## src/rtl/sd_cmd_engine.sv

```systemverilog
// sd_cmd_engine: SD CMD-line engine.
// Sends a 48-bit command frame with CRC7, then optionally receives a 48-bit
// or 136-bit response with timeout, CRC/framing checks, automatic retry and
// an enforced idle gap between transactions. The pad uses split in/out/oe.
// Optional build macro: SD_CMD_IDX_CHECK_EN (compare the response index field).
module sd_cmd_engine #(
    parameter int TIMEOUT     = 64,
    parameter int MAX_RETRIES = 3,
    parameter int NCC         = 8
) (
    input  logic         iclk,
    input  logic         irst_n,
    input  logic         istart,
    input  logic [5:0]   icmd_index,
    input  logic [31:0]  icmd_arg,
    input  logic [1:0]   iresp_type,
    input  logic         icmd_sd,
    output logic         ocmd_sd,
    output logic         ocmd_oe,
    output logic [119:0] oresp,
    output logic         obusy,
    output logic         odone,
    output logic         ocrc_err,
    output logic         otimeout,
    output logic [1:0]   oretries
);

    typedef enum logic [2:0] {ST_IDLE, ST_SEND, ST_WAIT, ST_RCV, ST_GAP} state_t;

    localparam logic [15:0] TO_LAST  = 16'(TIMEOUT - 1);
    localparam logic [15:0] NCC_LAST = 16'(NCC - 1);
    localparam logic [1:0]  MAX_R    = 2'(MAX_RETRIES);

    // CRC7 (x^7+x^3+1, init 0), MSB first; leading zeros leave the CRC at 0,
    // so shorter fields are right-aligned in the 120-bit input.
    function automatic logic [6:0] crc7(input logic [119:0] data);
        logic [6:0] crc;
        logic       fb;
        crc = 7'd0;
        for (int i = 119; i >= 0; i--) begin
            fb  = crc[6] ^ data[i];
            crc = {crc[5:3], crc[2] ^ fb, crc[1:0], fb};
        end
        return crc;
    endfunction

    // Full 48-bit command frame: start, transmission, index, arg, crc, end.
    function automatic logic [47:0] build_frame(input logic [5:0] idx, input logic [31:0] arg);
        logic [39:0] body;
        body = {2'b01, idx, arg};
        return {body, crc7({80'd0, body}), 1'b1};
    endfunction

    state_t         state_r, state_next_s;
    logic [15:0]    cnt_r;
    logic [47:0]    tx_sr_r;
    logic           oe_r;
    logic [134:0]   rx_sr_r;
    logic [5:0]     idx_r;
    logic [31:0]    arg_r;
    logic [1:0]     type_r;
    logic           fail_r;
    logic [119:0]   resp_r;
    logic           busy_r, done_r, crc_err_r, timeout_r;
    logic [1:0]     retries_r;

    logic           accept_s, resend_s, finish_s, to_s, start_rx_s, rx_done_s;
    logic           last_rx_s;
    logic [119:0]   crc_in_s, resp_s;
    logic [6:0]     crc_rx_s;
    logic           rsp_fail_s;
    logic [47:0]    frame_s;

    assign ocmd_sd  = tx_sr_r[47];
    assign ocmd_oe  = oe_r;
    assign oresp    = resp_r;
    assign obusy    = busy_r;
    assign odone    = done_r;
    assign ocrc_err = crc_err_r;
    assign otimeout = timeout_r;
    assign oretries = retries_r;

    // Frame source: live inputs on a new command, latched fields on a resend.
    always_comb begin
        frame_s = build_frame(accept_s ? icmd_index : idx_r, accept_s ? icmd_arg : arg_r);
    end

    // Response evaluation at the end bit; rx_sr_r holds everything before it.
    always_comb begin
        last_rx_s  = (cnt_r == ((type_r == 2'b10) ? 16'd134 : 16'd46));
        crc_rx_s   = rx_sr_r[6:0];
        rsp_fail_s = 1'b0;
        if (type_r == 2'b10) begin
            crc_in_s   = rx_sr_r[126:7];
            resp_s     = rx_sr_r[126:7];
            rsp_fail_s = rx_sr_r[134] | rx_sr_r[133] | (crc7(crc_in_s) != crc_rx_s) | ~icmd_sd;
        end else begin
            crc_in_s   = {80'd0, rx_sr_r[46:7]};
            resp_s     = {82'd0, rx_sr_r[44:7]};
            rsp_fail_s = rx_sr_r[45] | ~icmd_sd;
            if (type_r != 2'b11) begin
                rsp_fail_s = rsp_fail_s | (crc7(crc_in_s) != crc_rx_s);
            end else begin
                rsp_fail_s = rsp_fail_s;
            end
`ifdef SD_CMD_IDX_CHECK_EN
            if (type_r == 2'b11) begin
                rsp_fail_s = rsp_fail_s | (rx_sr_r[44:39] != 6'b111111);
            end else begin
                rsp_fail_s = rsp_fail_s | (rx_sr_r[44:39] != idx_r);
            end
`endif
        end
    end

    // Next-state logic and single-cycle control strobes.
    always_comb begin
        state_next_s = state_r;
        accept_s     = 1'b0;
        resend_s     = 1'b0;
        finish_s     = 1'b0;
        to_s         = 1'b0;
        start_rx_s   = 1'b0;
        rx_done_s    = 1'b0;
        case (state_r)
            ST_IDLE: begin
                if (istart) begin
                    accept_s     = 1'b1;
                    state_next_s = ST_SEND;
                end else begin
                    state_next_s = ST_IDLE;
                end
            end
            ST_SEND: begin
                if (cnt_r == 16'd47) begin
                    state_next_s = (type_r == 2'b00) ? ST_GAP : ST_WAIT;
                end else begin
                    state_next_s = ST_SEND;
                end
            end
            ST_WAIT: begin
                if (!icmd_sd) begin
                    start_rx_s   = 1'b1;
                    state_next_s = ST_RCV;
                end else if (cnt_r == TO_LAST) begin
                    to_s         = 1'b1;
                    state_next_s = ST_GAP;
                end else begin
                    state_next_s = ST_WAIT;
                end
            end
            ST_RCV: begin
                if (last_rx_s) begin
                    rx_done_s    = 1'b1;
                    state_next_s = ST_GAP;
                end else begin
                    state_next_s = ST_RCV;
                end
            end
            ST_GAP: begin
                if (cnt_r == NCC_LAST) begin
                    if (fail_r && (retries_r < MAX_R)) begin
                        resend_s     = 1'b1;
                        state_next_s = ST_SEND;
                    end else begin
                        finish_s     = 1'b1;
                        state_next_s = ST_IDLE;
                    end
                end else begin
                    state_next_s = ST_GAP;
                end
            end
            default: state_next_s = ST_IDLE;
        endcase
    end

    // State register.
    always_ff @(posedge iclk or negedge irst_n) begin
        if (!irst_n) state_r <= ST_IDLE;
        else         state_r <= state_next_s;
    end

    // Datapath: counters, shift registers, latched command and result flags.
    always_ff @(posedge iclk or negedge irst_n) begin
        if (!irst_n) begin
            cnt_r     <= 16'd0;
            tx_sr_r   <= {48{1'b1}};
            oe_r      <= 1'b0;
            rx_sr_r   <= 135'd0;
            idx_r     <= 6'd0;
            arg_r     <= 32'd0;
            type_r    <= 2'b00;
            fail_r    <= 1'b0;
            resp_r    <= 120'd0;
            busy_r    <= 1'b0;
            done_r    <= 1'b0;
            crc_err_r <= 1'b0;
            timeout_r <= 1'b0;
            retries_r <= 2'd0;
        end else begin
            done_r <= finish_s;
            cnt_r  <= ((state_next_s != state_r) || (state_r == ST_IDLE)) ? 16'd0 : cnt_r + 16'd1;
            if (accept_s || resend_s) begin
                tx_sr_r <= frame_s;
                oe_r    <= 1'b1;
            end else if (state_r == ST_SEND) begin
                tx_sr_r <= {tx_sr_r[46:0], 1'b1};
                oe_r    <= (cnt_r != 16'd47);
            end else begin
                tx_sr_r <= tx_sr_r;
                oe_r    <= 1'b0;
            end
            if (start_rx_s) rx_sr_r <= 135'd0;
            else if (state_r == ST_RCV) rx_sr_r <= {rx_sr_r[133:0], icmd_sd};
            else rx_sr_r <= rx_sr_r;
            if (accept_s) begin
                idx_r     <= icmd_index;
                arg_r     <= icmd_arg;
                type_r    <= iresp_type;
                fail_r    <= 1'b0;
                busy_r    <= 1'b1;
                crc_err_r <= 1'b0;
                timeout_r <= 1'b0;
                retries_r <= 2'd0;
            end else if (rx_done_s) begin
                resp_r <= resp_s;
                fail_r <= rsp_fail_s;
            end else if (to_s) begin
                timeout_r <= 1'b1;
            end else if (resend_s) begin
                retries_r <= retries_r + 2'd1;
                crc_err_r <= 1'b0;
                fail_r    <= 1'b0;
            end else if (finish_s) begin
                crc_err_r <= fail_r;
                busy_r    <= 1'b0;
            end else begin
                busy_r <= busy_r;
            end
        end
    end

endmodule

```

## config.mk

```make
export PLATFORM = sky130hd
export DESIGN_NAME = sd_cmd_engine
export DESIGN_NICKNAME = d
export VERILOG_FILES = /design/src/rtl/sd_cmd_engine.sv
export SDC_FILE = /design/constraint.sdc
export NUM_CORES = 1
export LEC_CHECK = 0
export BUFFER_PORTS_ARGS = -buffer_cell sky130_fd_sc_hd__buf_2
export CAP_MARGIN = 20
export CELL_PAD_IN_SITES_DETAIL_PLACEMENT = 0
export CELL_PAD_IN_SITES_GLOBAL_PLACEMENT = 1
export CORE_ASPECT_RATIO = 1.4
export CORE_UTILIZATION = 43
export DETAILED_ROUTE_END_ITERATION = 6
export PLACE_DENSITY = 0.75
export SYNTH_ARGS = -nofsm -noshare
export SYNTH_HDL_FRONTEND = slang
export SYNTH_SLANG_ARGS = --single-unit
```

## constraint.sdc

```tcl
create_clock -name iclk -period 5 [get_ports iclk]
set_input_delay 0.25 -clock iclk [delete_from_list [all_inputs] [get_ports iclk]]
set_output_delay 0.25 -clock iclk [all_outputs]
set_load 0.03 [all_outputs]
```

==> results of run 1 <==
[cells in the mapped netlist (2+ instances only)]
master and instances:
a21oi_1 19, a221o_1 21, a22o_1 132, a22oi_1 2
a31oi_1 10, and2_1 4, and3_1 13, and4_1 2
buf_1 7, buf_2 2, clkbuf_1 87, dfrtp_1 322
dfstp_2 47, ha_1 3, inv_1 39, mux2_2 8
mux2i_1 35, nand2_1 341, nand2b_1 2, nand3_1 95
nand4_1 5, nor2_1 69, nor2b_1 5, nor3_1 14
o21ai_0 10, o221ai_1 2, or2_2 2, xnor2_1 241
xnor2_2 4, xnor3_1 40, xnor3_2 7, xnor3_4 3
xor2_1 73, xor3_1 7
[registers in the layout, indices dropped and copies added (netlist names), 3 cells and up]
name     cells
arg_r       32
cnt_r       16
idx_r        6
oresp      120
rx_sr_r    135
state_r      3
tx_sr_r     47
[cells by family (layout without fill, tap and decap cells)]
family / after synthesis / after routing / synth area share (%)
AOI/OAI and AO/OA: 206 / 206 / 9.103
xor gates and xnor gates: 378 / 378 / 22.69
adders and majority gates: 3 / 3 / 0.2025
buffers and inverters: 137 / 375 / 2.848
DFF: 369 / 369 / 50.12
muxes: 43 / 43 / 2.375
other: 0 / 1 / 0
and+or+nand+nor: 559 / 559 / 12.66
[where the power goes]
group / switching (mW) / total [mW] / internal, mW
combinational: 1.91 / 3.59 / 1.68
clock: 1.19 / 2.80 / 1.62
sequential: 0.174 / 3.63 / 3.45
[worst register-to-register path: cells and delay by family, from the launching register on]
kind	cells	cell delay, ns
flops	1	0.42
xor+xnor	11	3.35
buf+inv	2	0.35
compound gates	3	0.70
simple gates	1	0.25
[worst paths after layout]
kind | from | to | slack [ns] | cells after the start
setup / recovery | rx_sr_r[123] | fail_r | -0.19 | 17
hold / removal | icmd_arg[27] | arg_r[27] | 0.02 | 3
setup reg to reg | rx_sr_r[123] | fail_r | -0.19 | 17
hold reg to reg | oresp[74] | oresp[74] | 0.46 | 2
max in group asynchronous | irst_n | oresp[39] | 3.41 | 3
min in group asynchronous | irst_n | oresp[63] | 0.28 | 2
[metal layers]
metal | vias to the layer above | routed length, µm | share of wire, %
li1 | 6105 | - | -
met1 | 6334 | 17840 | 42
met2 | 211 | 22310 | 52
met3 | 69 | 1368 | 3.2
met4 | 0 | 1230 | 2.9
met5 | - | 0 | 0
[per-stage QoR]
| step | area, µm² | hold slack (ns) | setup WS [ns] |
|---|---|---|---|
| 2_1_floorplan | 18650 | -0.04559 | 0.005216 |
| 3_3_place_gp | 20480 | 0.2644 | -0.1128 |
| 3_5_place_dp | 20480 | 0.2629 | -0.2522 |
| 4_1_cts | 21880 | 0.002381 | -0.1606 |
| 5_1_grt | 22020 | 0.02144 | -0.3976 |
| 6_report | 22020 | 0.02437 | -0.1913 |
[what timing repair did]
| item | in CTS | in global routing |
|---|---|---|
| buffers inserted | 0 | 5 |
| hold buffers | 16 | 0 |
| endpoints found under the setup margin | 1 | 1 |
| hold endpoints to repair | 90 | 0 |
| gates cloned | 0 | 0 |
| gates resized for setup | 4 | 15 |
| pin swaps | 0 | 11 |
[final cells by class]
cell class / instances / area, µm² / area share, %
diodes: 1 / 2.502 / 0.01137
multi-input cells: 1189 / 8959 / 40.69
clock inverters: 12 / 128.9 / 0.5853
clock buffers: 55 / 1086 / 4.933
inverters: 39 / 146.4 / 0.6649
flip-flops and latches: 369 / 9296 / 42.22
well taps: 546 / 683.2 / 3.103
repair buffers: 269 / 1715 / 7.791
==> summary.md, run 1 <==
| Metric | Value |
|---|---|
| Die width | 177.5 µm |
| Top delay family on crit path | XOR/XNOR gates |
| Post-layout util | 52.03% |
| Setup TNS Final | -0.1913 ns |
| Startpoint Class | flop |
| IO Pins | 172 |
| WP buf/inv | 2 |
| Dominant cells by area after synthesis | dfrtp_1 (43%), xnor2_1 (11%), nand2_1 (6.9%), dfstp_2 (6.7%), a22o_1 (6.2%) |
| Mapped Nets | roughly 1700 |
| Num CTS Buffers | 38 |
| Share of post-route cells with drive strength above 1 | 22.09% |
| Drt initial violations | 710 |
| Top_reg_cell synth | dfrtp_1 |
| Clock Skews | 0.01730 ns |
| EDFF count, synth | 0 |
| CTS H-Tree Depth | 2 |
| Failing checks | negative setup slack |
| Crit path max fanout | 3 |
| Post-synth top area share | 43.46% |
| Total Routed Length | 42750 µm |
| Row count | between 80 and 90 |
| Via/cell ratio | 5.129 |
| Status | finished, violations left |
| Root Buffer Master | clkbuf_16 |
| Antenna viol nets, final | 0 |
| Worst-path clk slew | around 0.060 ns |
| Clk Latency, worst-skew pair | 0.54 ns |
| Met1 Usage GRT | 24.46% |
| Initial antenna violation count | 1 |
| Max-Cap Viols | 0 |
| Max clock buf depth | 3 |
| Ys Warns | 0 |
| Crit path DAT | 5.61 ns |
| CP endpoint kind | flop |
| CP cell instances | xnor2_2 > xnor2_1 > xor3_2 > buf_4 > xnor2_1 > xor2_1 > xnor2_2 > buf_4 > xor3_1 > xnor3_1 > xnor2_2 > xnor3_2 > xor2_1 > or2_1 > o22ai_1 > o21ai_1 > o41a_1 |
| Non-filler cells, final | 2480 |
| Syn Inst Count | 1695 |
| Remaining DRCs | 0 |
| Met2 Track Usage GR | 35.47% |
| Highest-count cells in the layout ignoring fill and taps | nand2_1 (340), dfrtp_1 (319), xnor2_1 (221) |
| Static Leak | 11.05 nW |
| # fillers | 3905 |
| Time the worst path needs with I/O delays and setup | 5.191 ns |
| VDD IR-drop max | 0.001026 V |
| Unrepaired setup endpoints after global routing | true |
| WL/cell | 17.24 µm |
| Pin count of the biggest net entering global routing | 119 |
| # setup viols final | 1 |
| Vias | 12720 |
| Avg Cell Area, Syn | 10.94 µm² |
| Gpl congestion | 0.8414 |
| Total Nets Final | 1953 |
| Library cells used by synthesis | 56 |
| All-Layer GR Usage | 19.84% |
| Slew Limit Fails | 0 |
| Commonest non-fill, non-tap cell in the layout | nand2_1 |
| Hold Path Class | input port to flop |
| Core area | 0.04232 mm² |
| GR Overflow Total | 0 |
| CTS tree | built |
| Max stage delay cell, worst path | xor3_2 |
| WP data required | roughly 5.4 ns |
| FFs w/ async S/R, synth | 100.0% |
| Delay of the slowest cell on the worst path | 0.56 ns |
| Area Overhead vs Synth | 18.75% |
| #FFs+latches synth | 369 |
| Design Power | 10.02 mW |
| Placed cells | 2389 |
| CP dominant cell by count | xnor2_2 |
| PD cells | roughly 450 mW/mm² |
| Post-route setup slack | -0.1913 ns |
| DP HPWL | 29210 µm |
| Area leader, netlist | dfrtp_1 |
| First-pass GRT wire length | 69790 µm |
| Initial Util | 43.82% |
| Fmax | 192.6 MHz |
| Period utilization | 103.8% |
| Die Footprint | about 0.044 mm² |
| Register area share after synthesis | about half |
| Port Buffers | 171 |
| Synthesized cell area | 0.01854 mm² |
| Most Used Layer, Global Route | met2 |
| M3 GR Usage | between 2 and 3% |
| Relative slew slack | 40.61% |
| Setup CP Type | flop to flop |
| Final hold vios | 0 |
| CTS Sinks | 369 |
| Vias in the first global route | 13150 |
| Die extent in y | 247.7 µm |
| First drt pass iteration count | 4 |
| Worst slew pin tran | 0.8908 ns |
Power figures use the tool's default switching activity.
==> run 2, diff against run 1 <==
SKIP_LAST_GASP = 1   (was not set)
==> summary.md, run 2 (synthesis gave the netlist of run 1 again) <==
| Metric | Value |
|---|---|
| Pin count of the biggest net entering global routing | 119 |
| Port Buffers | 171 |
| Post-route setup slack | -0.1913 ns |
| WHS | roughly 0.024 ns |
| Placed inst area | 0.02048 mm² |
| Clock Skews | 0.01732 ns |
| # setup viols final | 1 |
| Hold Path Class | input port to flop |
| Setup CP Type | flop to flop |
| Share of post-route cells with drive strength above 1 | 22.09% |
| Worst-path clk slew | 0.06 ns |
| Failing checks | negative setup slack |
| Clock share of power | ~28% |
| Placed cells | 2389 |
| IO Pins | 172 |
| Remaining DRCs | 0 |
| Reg with most FFs | rx_sr_r |
| Row count | 89 |
| Max clock buf depth | 3 |
| Initial Util | 43.82% |
| Vias in the first global route | 13150 |
| Num CTS Buffers | 38 |
| Via/cell ratio | 5.129 |
| CP endpoint kind | flop |
| CTS Sinks | 369 |
| First drt pass iteration count | 4 |
| Worst slew pin tran | 0.8908 ns |
| Status | finished, violations left |
| Setup WS pre-CTS | -0.2522 ns |
| Total Routed Length | 42750 µm |
| Vias | 12720 |
| Non-filler cells, final | 2480 |
| Die extent in y | 247.7 µm |
| WL/cell | between 15 and 20 µm |
| GR Overflow Total | 0 |
| Highest-count cells in the layout ignoring fill and taps | nand2_1 (340), dfrtp_1 (319), xnor2_1 (221) |
| VDD IR-drop max | around 0.0010 V |
| First-pass GRT wire length | ~70000 µm |
| DP HPWL | approximately 30000 µm |
| PD cells | about 450 mW/mm² |
| Sw power | between 3 and 4 mW |
| Max reg flops | 135 |
| Flop pwr share | 36.2% |
| Core area | 0.04232 mm² |
| Clk Latency, worst-skew pair | approximately 0.54 ns |
| Area Overhead vs Synth | 18.75% |
| Max-Cap Viols | 0 |
| Die width | around 180 µm |
| Combinational power share | 35.8% |
| Relative slew slack | 40.61% |
| Initial antenna violation count | 1 |
| Setup TNS Final | -0.1913 ns |
| Total Nets Final | a little under 2000 |
| Static Leak | 11.05 nW |
| Switching Share | 32.65% |
| Crit path max fanout | 3 |
| Reg2reg setup slack | -0.19 ns |
| Root Buffer Master | clkbuf_16 |
| Antenna viol nets, final | 0 |
| All-Layer GR Usage | approximately a fifth |
| Crit path DAT | 5.61 ns |
| Startpoint Class | flop |
| Commonest non-fill, non-tap cell in the layout | nand2_1 |
| Unrepaired setup endpoints after global routing | true |
| Time the worst path needs with I/O delays and setup | 5.191 ns |
| Final hold vios | 0 |
| Period utilization | 103.8% |
| CTS H-Tree Depth | 2 |
| WP data required | about 5.4 ns |
| Fmax | approximately 190 MHz |
| Drt initial violations | 710 |
| Gpl congestion | 0.8414 |
| Design area | 0.02202 mm² |
| Slew Limit Fails | 0 |
| Die Footprint | 0.04397 mm² |
| CTS tree | built |
| Int Power | 6.746 mW |
run 2: stage by stage:
stage	total power [mW]	utilization (%)
after global placement	7.241	48.39
after global routing	10.63	52.03
after CTS	10.16	51.70
final	10.02	52.03
after floorplan	6.598	-
after detailed placement	7.305	48.39
run 2: power groups by stage:
stage	Combinational [mW]	Sequential, mW	Clock [mW]
floorplan	2.97	3.63	0
global placement	3.58	3.67	0
detailed placement	3.63	3.67	0
CTS	3.65	3.63	2.88
global route	3.97	3.67	2.99
finish	3.59	3.63	2.80
run 2: what timing repair did:
item	CTS	global route
endpoints found under the setup margin	1	1
gates resized for setup	4	15
setup buffers	0	5
hold buffers	16	0
endpoints found under the hold margin	90	0
pin swaps	0	11
run 2: path summary, 6_finish.rpt:
| kind | cells after the start | startpoint | to |
|---|---|---|---|
| setup / recovery | 17 | rx_sr_r[123] | fail_r |
| setup reg to reg | 17 | rx_sr_r[123] | fail_r |
| min in group asynchronous | 2 | irst_n | oresp[63] |
| hold reg to reg | 2 | oresp[74] | oresp[74] |
| hold / removal | 3 | icmd_arg[27] | arg_r[27] |
| max in group asynchronous | 3 | irst_n | oresp[39] |
run 2: layout make-up:
type                            count  area [µm²]
Clock buffer                       55        1086
Multi-Input combinational cell   1189        8959
Timing Repair Buffer              269        1715
Sequential cell                   369        9296
Tap cell                          546       683.2
Inverter                           39       146.4
Clock inverter                     12       128.9
Antenna cell                        1       2.502
Fill cell                        3905       20300
run 2: layer usage:
metal,track usage (%),wire [µm],vias to the layer above
li1,-,-,6106
met1,24.46,17860,6337
met2,35.47,22310,207
met3,2.650,1345,69
met4,6.737,1230,0
met5,0,0,-
run 2: critical path, stage by stage (launching register included):
cell	delay (ns)
dfrtp_1	0.42
xnor2_2	0.26
xnor2_1	0.19
xor3_2	0.56
buf_4	0.18
xnor2_1	0.32
xor2_1	0.28
xnor2_2	0.18
buf_4	0.16
xor3_1	0.45
xnor3_1	0.24
xnor2_2	0.19
xnor3_2	0.48
xor2_1	0.19
or2_1	0.25
o22ai_1	0.21
o21ai_1	0.08
o41a_1	0.41
